File: src/rtl/seg_disp_pkg.sv
// Shared definitions for the multi-source hex display scheduler:
// FSM state encoding, default dwell period and the source word extractor.
`timescale 1ns/1ps
package seg_disp_pkg;

    // Scheduler FSM states
    typedef enum logic [1:0] {
        ST_IDLE = 2'd0,
        ST_LOAD = 2'd1,
        ST_SHOW = 2'd2
    } state_t;

    // One second at 50 MHz
    localparam int DEFAULT_DWELL = 50000000;
    // Hex digits on the physical display (one 32-bit word)
    localparam int DIGITS        = 8;
    // Largest supported requester count; source buses are padded to this
    localparam int MAX_SRC       = 8;
    localparam int SRC_PAD_W     = 32 * MAX_SRC;

    // Pick the 32-bit word of source idx out of a padded source bus
    function automatic logic [31:0] src_slice(input logic [SRC_PAD_W-1:0] bus,
                                              input logic [2:0]           idx);
        return bus[{idx, 5'b00000} +: 32];
    endfunction

endpackage

File: src/rtl/seg_rr_arb.sv
// Combinational requester picker: round-robin after the pointer, or a
// single pinned source when lock mode is on.
`timescale 1ns/1ps
module seg_rr_arb #(
    parameter int N_SRC = 4,
    parameter int IDX_W = 2
) (
    input  logic [N_SRC-1:0] req,
    input  logic [IDX_W-1:0] pointer,
    input  logic             lock_en,
    input  logic [IDX_W-1:0] lock_sel,
    output logic             win_valid,
    output logic [IDX_W-1:0] win_idx
);

    localparam int PAD_W = 1 << IDX_W;

    // Pad bits above N_SRC are zero, so a lock_sel beyond the last
    // source naturally finds no request.
    logic [PAD_W-1:0] req_pad_s;
    int               cand_s;

    assign req_pad_s = PAD_W'(req);

    // Winner selection: pinned source or first request after the pointer
    always_comb begin
        win_valid = 1'b0;
        win_idx   = '0;
        cand_s    = 0;
        if (lock_en) begin
            if (req_pad_s[lock_sel]) begin
                win_valid = 1'b1;
                win_idx   = lock_sel;
            end else begin
                win_valid = 1'b0;
            end
        end else begin
            for (int k = 1; k <= N_SRC; k++) begin
                cand_s = (int'(pointer) + k) % N_SRC;
                if (!win_valid && req_pad_s[cand_s]) begin
                    win_valid = 1'b1;
                    win_idx   = IDX_W'(cand_s);
                end else begin
                    win_valid = win_valid;
                end
            end
        end
    end

endmodule

File: src/rtl/seg_disp_sched.sv
// Time-shares the 8-digit hex display among N_SRC requesters. Each winner
// is loaded for one cycle, then shown for DWELL_CYCLES cycles with live
// update while it keeps requesting; arbitration happens in IDLE and at
// dwell expiry.
`timescale 1ns/1ps
module seg_disp_sched
    import seg_disp_pkg::*;
#(
    parameter int N_SRC        = 4,
    parameter int DWELL_CYCLES = DEFAULT_DWELL,
    parameter int IDX_W        = 2
) (
    input  logic                 sys_clk,
    input  logic                 sys_rst_n,
    input  logic [N_SRC-1:0]     req,
    input  logic [32*N_SRC-1:0]  src_data,
    input  logic                 lock_en,
    input  logic [IDX_W-1:0]     lock_sel,
    output logic [N_SRC-1:0]     grant,
    output logic                 ack,
    output logic [IDX_W-1:0]     src_idx,
    output logic                 busy,
    output logic [7:0]           disp_data0,
    output logic [7:0]           disp_data1,
    output logic [7:0]           disp_data2,
    output logic [7:0]           disp_data3
);

    localparam int DW_W  = $clog2(DWELL_CYCLES + 1);
    localparam int PAD_W = 1 << IDX_W;

    state_t             state_r,   state_nxt_s;
    logic [N_SRC-1:0]   grant_r,   grant_nxt_s;
    logic               ack_r,     ack_nxt_s;
    logic [IDX_W-1:0]   src_idx_r, src_idx_nxt_s;
    logic               busy_r,    busy_nxt_s;
    logic [31:0]        disp_r,    disp_nxt_s;
    logic [DW_W-1:0]    dwell_r,   dwell_nxt_s;
    logic [IDX_W-1:0]   ptr_r,     ptr_nxt_s;

    logic               win_valid_s;
    logic [IDX_W-1:0]   win_idx_s;
    logic [N_SRC-1:0]   win_onehot_s;
    logic [PAD_W-1:0]   req_pad_s;
    logic [SRC_PAD_W-1:0] src_pad_s;
    logic [31:0]        owner_word_s;
    logic               owner_req_s;
    logic               expire_s;

    seg_rr_arb #(
        .N_SRC (N_SRC),
        .IDX_W (IDX_W)
    ) u_arb (
        .req       (req),
        .pointer   (ptr_r),
        .lock_en   (lock_en),
        .lock_sel  (lock_sel),
        .win_valid (win_valid_s),
        .win_idx   (win_idx_s)
    );

    assign req_pad_s    = PAD_W'(req);
    assign src_pad_s    = SRC_PAD_W'(src_data);
    assign owner_word_s = src_slice(src_pad_s, 3'(src_idx_r));
    assign owner_req_s  = req_pad_s[src_idx_r];
    assign expire_s     = (dwell_r == DW_W'(0));
    assign win_onehot_s = {{(N_SRC-1){1'b0}}, 1'b1} << win_idx_s;

    // State register
    always_ff @(posedge sys_clk or negedge sys_rst_n) begin
        if (!sys_rst_n) begin
            state_r <= ST_IDLE;
        end else begin
            state_r <= state_nxt_s;
        end
    end

    // Next-state logic: arbitrate in IDLE and at dwell expiry
    always_comb begin
        state_nxt_s = state_r;
        case (state_r)
            ST_IDLE: begin
                if (win_valid_s) begin
                    state_nxt_s = ST_LOAD;
                end else begin
                    state_nxt_s = ST_IDLE;
                end
            end
            ST_LOAD: begin
                state_nxt_s = ST_SHOW;
            end
            ST_SHOW: begin
                if (expire_s && win_valid_s) begin
                    state_nxt_s = ST_LOAD;
                end else if (expire_s) begin
                    state_nxt_s = ST_IDLE;
                end else begin
                    state_nxt_s = ST_SHOW;
                end
            end
            default: begin
                state_nxt_s = ST_IDLE;
            end
        endcase
    end

    // Output/datapath next values: grant bookkeeping, display load, dwell
    always_comb begin
        grant_nxt_s   = grant_r;
        ack_nxt_s     = 1'b0;
        src_idx_nxt_s = src_idx_r;
        busy_nxt_s    = busy_r;
        disp_nxt_s    = disp_r;
        dwell_nxt_s   = dwell_r;
        ptr_nxt_s     = ptr_r;
        case (state_r)
            ST_IDLE: begin
                if (win_valid_s) begin
                    grant_nxt_s   = win_onehot_s;
                    src_idx_nxt_s = win_idx_s;
                    ptr_nxt_s     = win_idx_s;
                    busy_nxt_s    = 1'b1;
                end else begin
                    grant_nxt_s   = '0;
                    busy_nxt_s    = 1'b0;
                end
            end
            ST_LOAD: begin
                // Owner word is taken even if its request has just dropped
                disp_nxt_s  = owner_word_s;
                ack_nxt_s   = 1'b1;
                dwell_nxt_s = DW_W'(DWELL_CYCLES - 1);
            end
            ST_SHOW: begin
                if (owner_req_s) begin
                    disp_nxt_s = owner_word_s;
                end else begin
                    disp_nxt_s = disp_r;
                end
                if (expire_s && win_valid_s) begin
                    grant_nxt_s   = win_onehot_s;
                    src_idx_nxt_s = win_idx_s;
                    ptr_nxt_s     = win_idx_s;
                    busy_nxt_s    = 1'b1;
                end else if (expire_s) begin
                    grant_nxt_s   = '0;
                    busy_nxt_s    = 1'b0;
                end else begin
                    dwell_nxt_s   = dwell_r - DW_W'(1);
                end
            end
            default: begin
                grant_nxt_s   = '0;
                src_idx_nxt_s = '0;
                busy_nxt_s    = 1'b0;
                disp_nxt_s    = 32'h0000_0000;
                dwell_nxt_s   = '0;
                ptr_nxt_s     = IDX_W'(N_SRC - 1);
            end
        endcase
    end

    // Output and datapath registers; pointer resets so source 0 goes first
    always_ff @(posedge sys_clk or negedge sys_rst_n) begin
        if (!sys_rst_n) begin
            grant_r   <= '0;
            ack_r     <= 1'b0;
            src_idx_r <= '0;
            busy_r    <= 1'b0;
            disp_r    <= 32'h0000_0000;
            dwell_r   <= '0;
            ptr_r     <= IDX_W'(N_SRC - 1);
        end else begin
            grant_r   <= grant_nxt_s;
            ack_r     <= ack_nxt_s;
            src_idx_r <= src_idx_nxt_s;
            busy_r    <= busy_nxt_s;
            disp_r    <= disp_nxt_s;
            dwell_r   <= dwell_nxt_s;
            ptr_r     <= ptr_nxt_s;
        end
    end

    assign grant      = grant_r;
    assign ack        = ack_r;
    assign src_idx    = src_idx_r;
    assign busy       = busy_r;
    assign disp_data0 = disp_r[7:0];
    assign disp_data1 = disp_r[15:8];
    assign disp_data2 = disp_r[23:16];
    assign disp_data3 = disp_r[31:24];

endmodule
File: config.mk
export PLATFORM = sky130hd
export DESIGN_NAME = seg_disp_sched
export DESIGN_NICKNAME = d
export VERILOG_FILES = /design/src/rtl/seg_disp_pkg.sv /design/src/rtl/seg_rr_arb.sv /design/src/rtl/seg_disp_sched.sv
export SDC_FILE = /design/constraint.sdc
export NUM_CORES = 1
export LEC_CHECK = 0
export CORE_UTILIZATION = 44
export CTS_CLUSTER_SIZE = 16
export DETAILED_ROUTE_END_ITERATION = 7
export PLACE_DENSITY = 0.82
export SETUP_SLACK_MARGIN = 0.1
export SKIP_LAST_GASP = 1
export SYNTH_ARGS = -nofsm -noshare
export SYNTH_HDL_FRONTEND = slang
export SYNTH_SLANG_ARGS = --single-unit
File: constraint.sdc
create_clock -name sys_clk -period 2.5 [get_ports sys_clk]
set_input_delay 0.25 -clock sys_clk [delete_from_list [all_inputs] [get_ports sys_clk]]
set_output_delay 0.25 -clock sys_clk [all_outputs]
set_load 0.005 [all_outputs]
==> Yosys cells after proc, flatten, opt, wreduce, memory -nomap -nowiden <==
Cells that the tools add are included.
{ "op_classes": {"n_addsub": 5, "n_lt_le_gt_ge": 6, "eq_ne": 8, "shifts": 2, "mux": 53, "n_bitwise": 6, "reduce_logical": 17} }
{ "op_table": {"columns": ["op", "n"], "rows": [
  ["$shiftx 256x8->32", 1],
  ["$pmux 32 s3", 1],
  ["$pmux 26 s3", 1],
  ["$mux 26", 2],
  ["$mux 32", 1],
  ["$logic_not 26->1", 1],
  ["$sub 26x1->26 const B", 1],
  ["$mux 1", 24],
  ["$mux 2", 10],
  ["$pmux 2 s3", 3],
  ["$lt 3x4->1 const B", 4],
  ["$bmux 1 s2", 6],
  ["$mux 4", 3],
  ["$pmux 4 s3", 1],
  ["$ne 2x2->1 const B", 5],
  ["$reduce_or 2->1", 4],
  ["$lt 2x3->1 const B", 2],
  ["$reduce_and 3->1", 2],
  ["$add 2x1->2 const B", 2],
  ["$add 2x2->2 const B", 2],
  ["$and 1x1->1 const A", 4],
  ["$logic_and 1x1->1", 4],
  ["$reduce_and 2->1", 2],
  ["$shl 1x2->4 const A", 1],
  ["7 further kinds", 10]
]} }
{ "word_totals": {"regBits": 70, "input_bits": 137, "elab_cells": 105} }

==> Logic depth before layout (Yosys ltp) <==
Gate-level depths: netlist of run 1.
{ "depth": {"depth_word": 23, "depth_mapped": 8} }

==> By module <==
A second synthesis of run 1 with hierarchy kept.
{ "hier_totals": {"cells_unflattened": 453, "area_unflattened_um2": 4413.0} }
{ "by_module_without_submodules": {"columns": ["module", "instances", "cells_each", "area_each_um2", "seq_area_each_um2"], "rows": [
  ["seg_disp_sched", 1, 424, 4194.0, 1754.2],
  ["seg_rr_arb", 1, 29, 219.0, 0.0]
]} }

==> Worst setup path after synthesis of run 1 <==
Ideal clock, no wire load.
{ "synth_timing": {"path_type": "reg2reg", "startpoint": "register dwell_r[0]", "endpoint": "register dwell_r[20]", "setup_time_ns": 0.131, "t_arrival_ns": 2.163, "t_required_ns": 2.369, "setup_slack_ns": 0.206, "stages_incl_launch_ff": 9, "path_buffers": 1, "synth_period_minus_slack_ns": 2.294, "cell_sequence": "dfrtp_1 -> inv_1 -> ha_1 -> or3b_4 -> nor4_4 -> buf_4 -> a31oi_1 -> o21a_1 -> or3_1"} }
{ "synth_between": {"elab_chain_cells": 4, "elab_cells_between_ends": 9, "cone_classes": "1 x add/sub; 2 x eq/ne; 3 x mux; 3 x reduce/logical"} }
{ "synth_rtl": {"columns": ["item", "line", "text"], "rows": [
  ["from (decl)", "seg_disp_sched.sv:38", "logic [DW_W-1:0] dwell_r, dwell_nxt_s;"],
  ["from (signal assigned)", "seg_disp_sched.sv:179", "dwell_r <= dwell_nxt_s;"],
  ["$sub 26x1->26 or $logic_not 26->1 (tied branches)", "seg_disp_sched.sv:149, seg_disp_sched.sv:66", null],
  ["$mux 26 or $logic_and 1x1->1 (tied branches)", "seg_disp_sched.sv:145, seg_disp_sched.sv:140", null],
  ["$mux 26 or $ne 2x2->1 (tied branches)", null, null],
  ["$pmux 26 s3 or $reduce_and 3->1 (tied branches)", null, null]
]} }
Several ways; a longest one is shown, not always the timed one. The select of a mux whose other input is x is not followed.
A chain may end at the register's enable or synchronous reset.

==> Final worst setup path of run 1 <==
{ "layout_timing": {"startpoint": "register dwell_r[21]", "endpoint": "register dwell_r[23]"} }
The elaborated chain is that of the path after synthesis.

==> metrics.txt, run 1 <==
Static Leak=about 2.7 nW; RD Place Congestion=around 0.90; worst rel slew slack=between 40% and 50%; Async SR Flop Fraction=100.0%; Layout Nets=770; DRT antenna net count=0; drt wl/cell=19.43 um; Fill cells=700; Initial Utilization=between 40% and 50%; Critical Path Source Type=flop; CTS sink cnt=70; die height=about 100 um; r2r setup slk=around 0.15 ns; fraction of layout cells with a size suffix above 1=18.17%; gr usage total=between 20% and 30%; Yosys top cell area share=between 30% and 40%; Worst-path clk slew=around 0.08 ns; Num CTS Buffers=9; outcome=finished, final reports clean; Max Clock Freq=roughly 430 MHz; Syn Inst Count=roughly 430; die area=just over 10000 um2; number of top-level pins=between 150 and 200; synthesized area per cell=between 10 and 15 um2; final wirelength=around 15000 um; commonest cells in the netlist=nand2_1, dfrtp_1, o21ai_0; Syn Std Cell Area=roughly 4300 um2; max capacitance violation total=0; CTS tree=done; crit-path max FO=7; H-tree Lvls=3; Seq pwr share=roughly a quarter; total number of vias=around 4600; Clock Latency Late Sink=approximately 0.35 ns; TNS Setup=0 ns; Placement Setup Slack=-0.07745 ns; Pint=~4.5 mW; Tmin final=roughly 2.3 ns; EDFF count, synth=0; Power Dens Cells=roughly 1200 nW/um2; CP max-delay cell=or4_4; Distinct cells, synth=between 60 and 70; Die Wd=between 100 and 150 um; Congestion Overflow GR=0; WP data required=2.73 ns; Slew Limit Fails=0; first-pass GRT wire length=about 23000 um; Final Non-Filler Cells=~760; utilization after layout=71.15%; R2R cell count=6; largest net degree at the start of global routing=between 70 and 80; pin slew with the least headroom to its limit=0.7604 ns; Remaining DRCs=0; clock buffer depth=2; Clock Power Share=11.4%; Yosys top cell by area=dfrtp_1; Seq/Total Area, Yosys=around 40%; Peak supply drop=between 0.6 and 0.7 mV; Avg Vias per Cell=between 5 and 6; final hold vios=0; # rows=35; Hold WC Path Type=input port to asynchronous set/reset pin; Finish-stage setup viols=0; Post-DP HPWL=roughly 11000 um; Synth area leaders=dfrtp_1, mux4_2, nand2_1; WP data arrival=roughly 2.6 ns; Sw Ratio=around 44%; antenna violations before repair=0; Design Power=8.082 mW; RSZ-0062 raised after global routing=no; ANT cells=0; DRT iter0 DRCs=263; period utilization=a little over nine tenths; Net Count, Synth=573; CTS Root Cell=clkbuf_8; crit end category=flop; core area=~9400 um2; placed cell count=around 740; Comb power frac=between 60% and 70%; Setup Skew=roughly 0.011 ns; Worst Slack Setup Final=about 0.15 ns; number of global-route vias before repair=between 4000 and 5000; Ys Warns=0; kind of critical path=flop to flop; register bit count reported by yosys=70; Switch Pwr=3.585 mW; Critical Path, Cell by Cell=or4_4 -> nor4_4 -> buf_4 -> a311oi_2 -> buf_4 -> a211o_1; Layout area overhead=54.25%; R2R Path End=dwell_r[23]; worst r2r src=dwell_r[21]; most used cell, CP=buf_4; Critical Path Max Stage Delay=around 0.59 ns; DRT Pass-1 Iters=5; most frequent cell after synthesis=nand2_1; Synth Flop Type=dfrtp_1; IO buf count=approximately 180
==> how the worst max path moves through the flow <==
stage | startpoint | to | slack, ns
2_1_floorplan | dwell_r[0] | dwell_r[20] | 0.21
3_3_place_gp | req[0] | grant[3] | 0.12
3_5_place_dp | req[0] | src_idx[0] | -0.08
4_1_cts | dwell_r[1] | dwell_r[12] | 0.08
5_1_grt | dwell_r[12] | dwell_r[20] | 0.11
6_report | dwell_r[21] | dwell_r[23] | 0.15
==> cell usage in the layout (no fill, tap or decap), types with 5 or more instances in the layout <==
cell type / synthesis / routed
clkbuf_8: 0 / 9
a21oi_1: 22 / 19
o21ai_0: 53 / 53
dfrtp_1: 68 / 66
a31oi_1: 7 / 7
nand2_1: 78 / 78
or4_1: 8 / 7
nor3_1: 7 / 7
or3_1: 5 / 5
nor2_1: 17 / 17
nor4_1: 9 / 9
clkdlybuf4s50_1: 0 / 175
buf_4: 1 / 31
mux4_2: 33 / 33
inv_1: 16 / 16
o31ai_1: 5 / 5
==> timing repair <==
item,4_1_cts,5_1_grt
buffers inserted,3,7
endpoints found under the hold margin,68,0
gates resized for setup,2,10
setup endpoints to repair,3,25
hold buffers,1,0
cloned,0,0
pin swaps,0,3
==> final cells by class <==
class / count / area (um2) / area share, %
clock buffer: 9 / 123.9 / 1.849
tap: 129 / 161.4 / 2.409
clock inverter: 7 / 73.82 / 1.102
multi-input combinational: 319 / 2461 / 36.74
timing repair buffer: 212 / 2062 / 30.78
sequential: 70 / 1757 / 26.22
inverter: 16 / 60.06 / 0.8965
==> logic make-up (layout without fill, tap and decap cells) <==
| group | Yosys count | after routing | share of synthesized area [%] |
|---|---|---|---|
| DFF | 70 | 70 | 40.39 |
| AOI/OAI and AO/OA | 129 | 129 | 18.64 |
| and+or+nand+nor | 147 | 147 | 17.23 |
| xor gates and xnor gates | 3 | 3 | 0.6051 |
| adders and majority gates | 5 | 5 | 1.441 |
| buffers and inverters | 42 | 244 | 4.062 |
| muxes | 35 | 35 | 17.63 |
==> power groups by stage <==
stage / clock network [mW] / registers [mW] / logic (mW)
2_1_floorplan: 0 / 1.87 / 3.09
3_3_place_gp: 0 / 1.90 / 4.73
3_5_place_dp: 0 / 1.92 / 4.88
4_1_cts: 0.930 / 1.91 / 5.00
5_1_grt: 0.979 / 1.97 / 5.68
6_report: 0.920 / 1.92 / 5.24
==> metrics by stage <==
stage	cell area, um2	hold WS (ns)
after global placement	6370	0.2986
after floorplan	4343	-0.04559
after detailed placement	6370	0.3045
after global routing	6699	0.4618
final	6699	0.4312
after CTS	6608	0.4610
==> state kept, by name, indices dropped and copies added (netlist names) <==
name and count:
ack 1, busy 1, disp_r 32, dwell_r 26, grant 4, ptr_r 2, src_idx 2, state_r 2
==> critical path, delay by kind of cell (launching register included) <==
kind,cells,cell delay [ns]
and+or+nand+nor,2,0.96
DFF,1,0.45
AOI/OAI and AO/OA,2,0.42
buffers and inverters,2,0.40
==> routing by layer <==
layer	GRT usage, %	routed length [um]	share of wire [%]	vias to the layer above
met5	0	0	0	-
met4	13.38	542	3.7	0
met3	7.522	1099	7.4	48
met2	49.45	7582	51	245
met1	33.86	5579	38	2237
li1	-	-	-	2038
Power figures use the tool's default switching activity.
==> run 2, diff against run 1 <==
CORE_UTILIZATION = 60   (was 44)
DONT_BUFFER_PORTS = 1   (was not set)
PLACE_DENSITY = 0.76   (was 0.82)
==> run 2 against run 1 <==
  * Die area fell by 26%
  * Sequential power rose by 6%
  * Register-to-register slack improved by 0.04 ns
  * Clock-buffer cell count rose by 1
  * Setup slack improved by 0.035 ns
  * Critical endpoint is now dwell_r[9]
  * Routed wire length fell by 20%
  * Cell count fell by 28%
  * Flip-flop and latch count did not move
  * Maximum frequency rose by 1.5%
  * Non-clock buffer count fell by 183
  * Clock power rose by 1%
  * Utilization fell by 1.1 points
==> metrics.txt, run 2 (synthesis results as in run 1) <==
first-pass GRT wire length=17730 um (was 22520 um); TNS Setup=0 ns (unchanged); die height=87.08 um (was 101.4 um); Tmin final=2.310 ns (was 2.345 ns); Design Power=7.255 mW (was 8.082 mW); Static Leak=2.015 nW (was 2.730 nW); clock buffer depth=2 (unchanged); most frequent cells in the layout=nand2_1, dfrtp_1, o21ai_0 (was clkdlybuf4s50_1, nand2_1, dfrtp_1); fraction of layout cells with a size suffix above 1=22.00% (was 18.17%); Slew Limit Fails=0 (unchanged); WP data arrival=2.54 ns (was 2.58 ns); Setup Skew=0.01342 ns (was 0.01104 ns); Layout area overhead=11.41% (was 54.25%); Worst-path clk slew=0.08 ns (about the same); antenna violations before repair=0 (unchanged); # rows=30 (was 35); post-route cell area=4838 um2 (was 6699 um2); number of global-route vias before repair=3694 (was 4469); largest net degree at the start of global routing=71 (unchanged); die area=7582 um2 (was 10270 um2); worst rel slew slack=45.37% (was 49.15%); CTS tree=done (unchanged); drt wl/cell=21.57 um (was 19.43 um); Clock Latency Late Sink=0.36 ns (was 0.35 ns); Initial Utilization=62.88% (was 46.13%); Fill cells=516 (was 700); Hold Startpoint=src_data[12]; DRT iter0 DRCs=260 (was 263); Biggest register=disp_r (unchanged); DRT Pass-1 Iters=5 (unchanged); CTS sink cnt=70 (unchanged); Max Clock Freq=432.9 MHz (was 426.4 MHz); Setup crit start=dwell_r[17] (was dwell_r[21]); Avg Vias per Cell=6.899 (was 5.995); crit-path max FO=10 (was 7); core area=6907 um2 (was 9415 um2); max capacitance violation total=0 (unchanged); Critical Path Source Type=flop (unchanged); kind of critical path=flop to flop (unchanged); Worst Slack Setup Final=0.1899 ns (was 0.1546 ns); period utilization=92.41% (was 93.82%); IO buf count=0 (was 176); ANT cells=0 (unchanged); total number of vias=3767 (was 4568); Die Wd=87.08 um (was 101.4 um); sequential cell area=1755 um2 (was 1757 um2); Num CTS Buffers=9 (unchanged); WP data required=2.73 ns (about the same); crit end category=flop (unchanged); Hold WC Path Type=input port to flop (was input port to asynchronous set/reset pin); RSZ-0062 raised after global routing=no (unchanged); Peak supply drop=0.7666 mV (was 0.6926 mV); Layout Nets=587 (was 770); flip-flop count of the largest register after layout=32 (unchanged); area of the multi-input gates=2440 um2 (was 2461 um2); dpl cell area=4549 um2 (was 6370 um2); gr usage total=31.46% (was 28.82%); Post-DP HPWL=8688 um (was 11210 um); Remaining DRCs=0 (unchanged); leading cell type in the layout, fill and taps excluded=nand2_1 (was clkdlybuf4s50_1); Placement Setup Slack=0.1175 ns (was -0.07745 ns); H-tree Lvls=3 (unchanged); Finish-stage setup viols=0 (unchanged); r2r setup slk=0.19 ns (was 0.15 ns); CTS Root Cell=clkbuf_8 (unchanged); Congestion Overflow GR=0 (unchanged); outcome=finished, final reports clean (unchanged); utilization after layout=70.05% (was 71.15%); pin slew with the least headroom to its limit=0.8170 ns (was 0.7604 ns); RD Place Congestion=0.9859 (was 0.9029); final hold vios=0 (unchanged); final wirelength=11780 um (was 14800 um); worst r2r src=dwell_r[17] (was dwell_r[21]); number of top-level pins=177 (unchanged); Power Dens Cells=1499 nW/um2 (was 1206 nW/um2); DRT antenna net count=0 (unchanged)
## run 2: cell count changes in the layout (fill, tap and decap cells not counted), sizes merged
cell,previous run,this run
clkinv,4,1
buf,36,28
clkdlybuf4s50,175,0
clkinvlp,1,3
clkbuf,9,10
## run 2: metrics by stage
step,hold WS (ns),std cells
floorplan,-0.04559,431
CTS,0.2781,541
global placement,-0.04328,523
global route,0.2935,546
detailed placement,-0.04306,523
finish,0.2871,546
## run 2: final timing paths
check | to | depth (start not counted)
worst max-delay path | dwell_r[9] | 7
worst min-delay path | disp_r[12] | 3
worst max register to register | dwell_r[9] | 7
worst min register to register | dwell_r[24] | 1
max in group asynchronous | ptr_r[1] | 2
min in group asynchronous | disp_r[2] | 2
## run 2: cell type report
class	instances	area share [%]
flip-flops and latches	70	36.28
multi-input cells	319	50.43
clock inverters	6	1.448
well taps	96	2.483
inverters	16	1.241
repair buffers	29	5.482
clock buffers	10	2.638
## run 2: what timing repair did
item,4_1_cts,5_1_grt
endpoints found under the setup margin,0,31
hold endpoints to repair,70,0
setup buffers,0,5
gates resized for setup,0,3
hold buffers,2,0
## run 2: report_power, final
group / switching (mW) / internal (mW)
combinational: 2.42 / 1.86
sequential: 0.468 / 1.57
clock: 0.467 / 0.466
## run 2: critical path: stages (launching register included)
cell	delay, ns
dfrtp_1	0.43
or4_4	0.56
nor4_4	0.35
buf_4	0.21
a21o_1	0.22
buf_4	0.21
or4_1	0.13
a21oi_1	0.07
## run 2: routing by layer
metal,global-route usage (%),vias up,share of wire (%),wire [um]
met3,6.730,28,7.1,838
met1,41.97,1858,41,4877
met2,49.89,211,49,5747
li1,-,1670,-,-
met4,13.79,0,2.6,312
met5,0,-,0,0
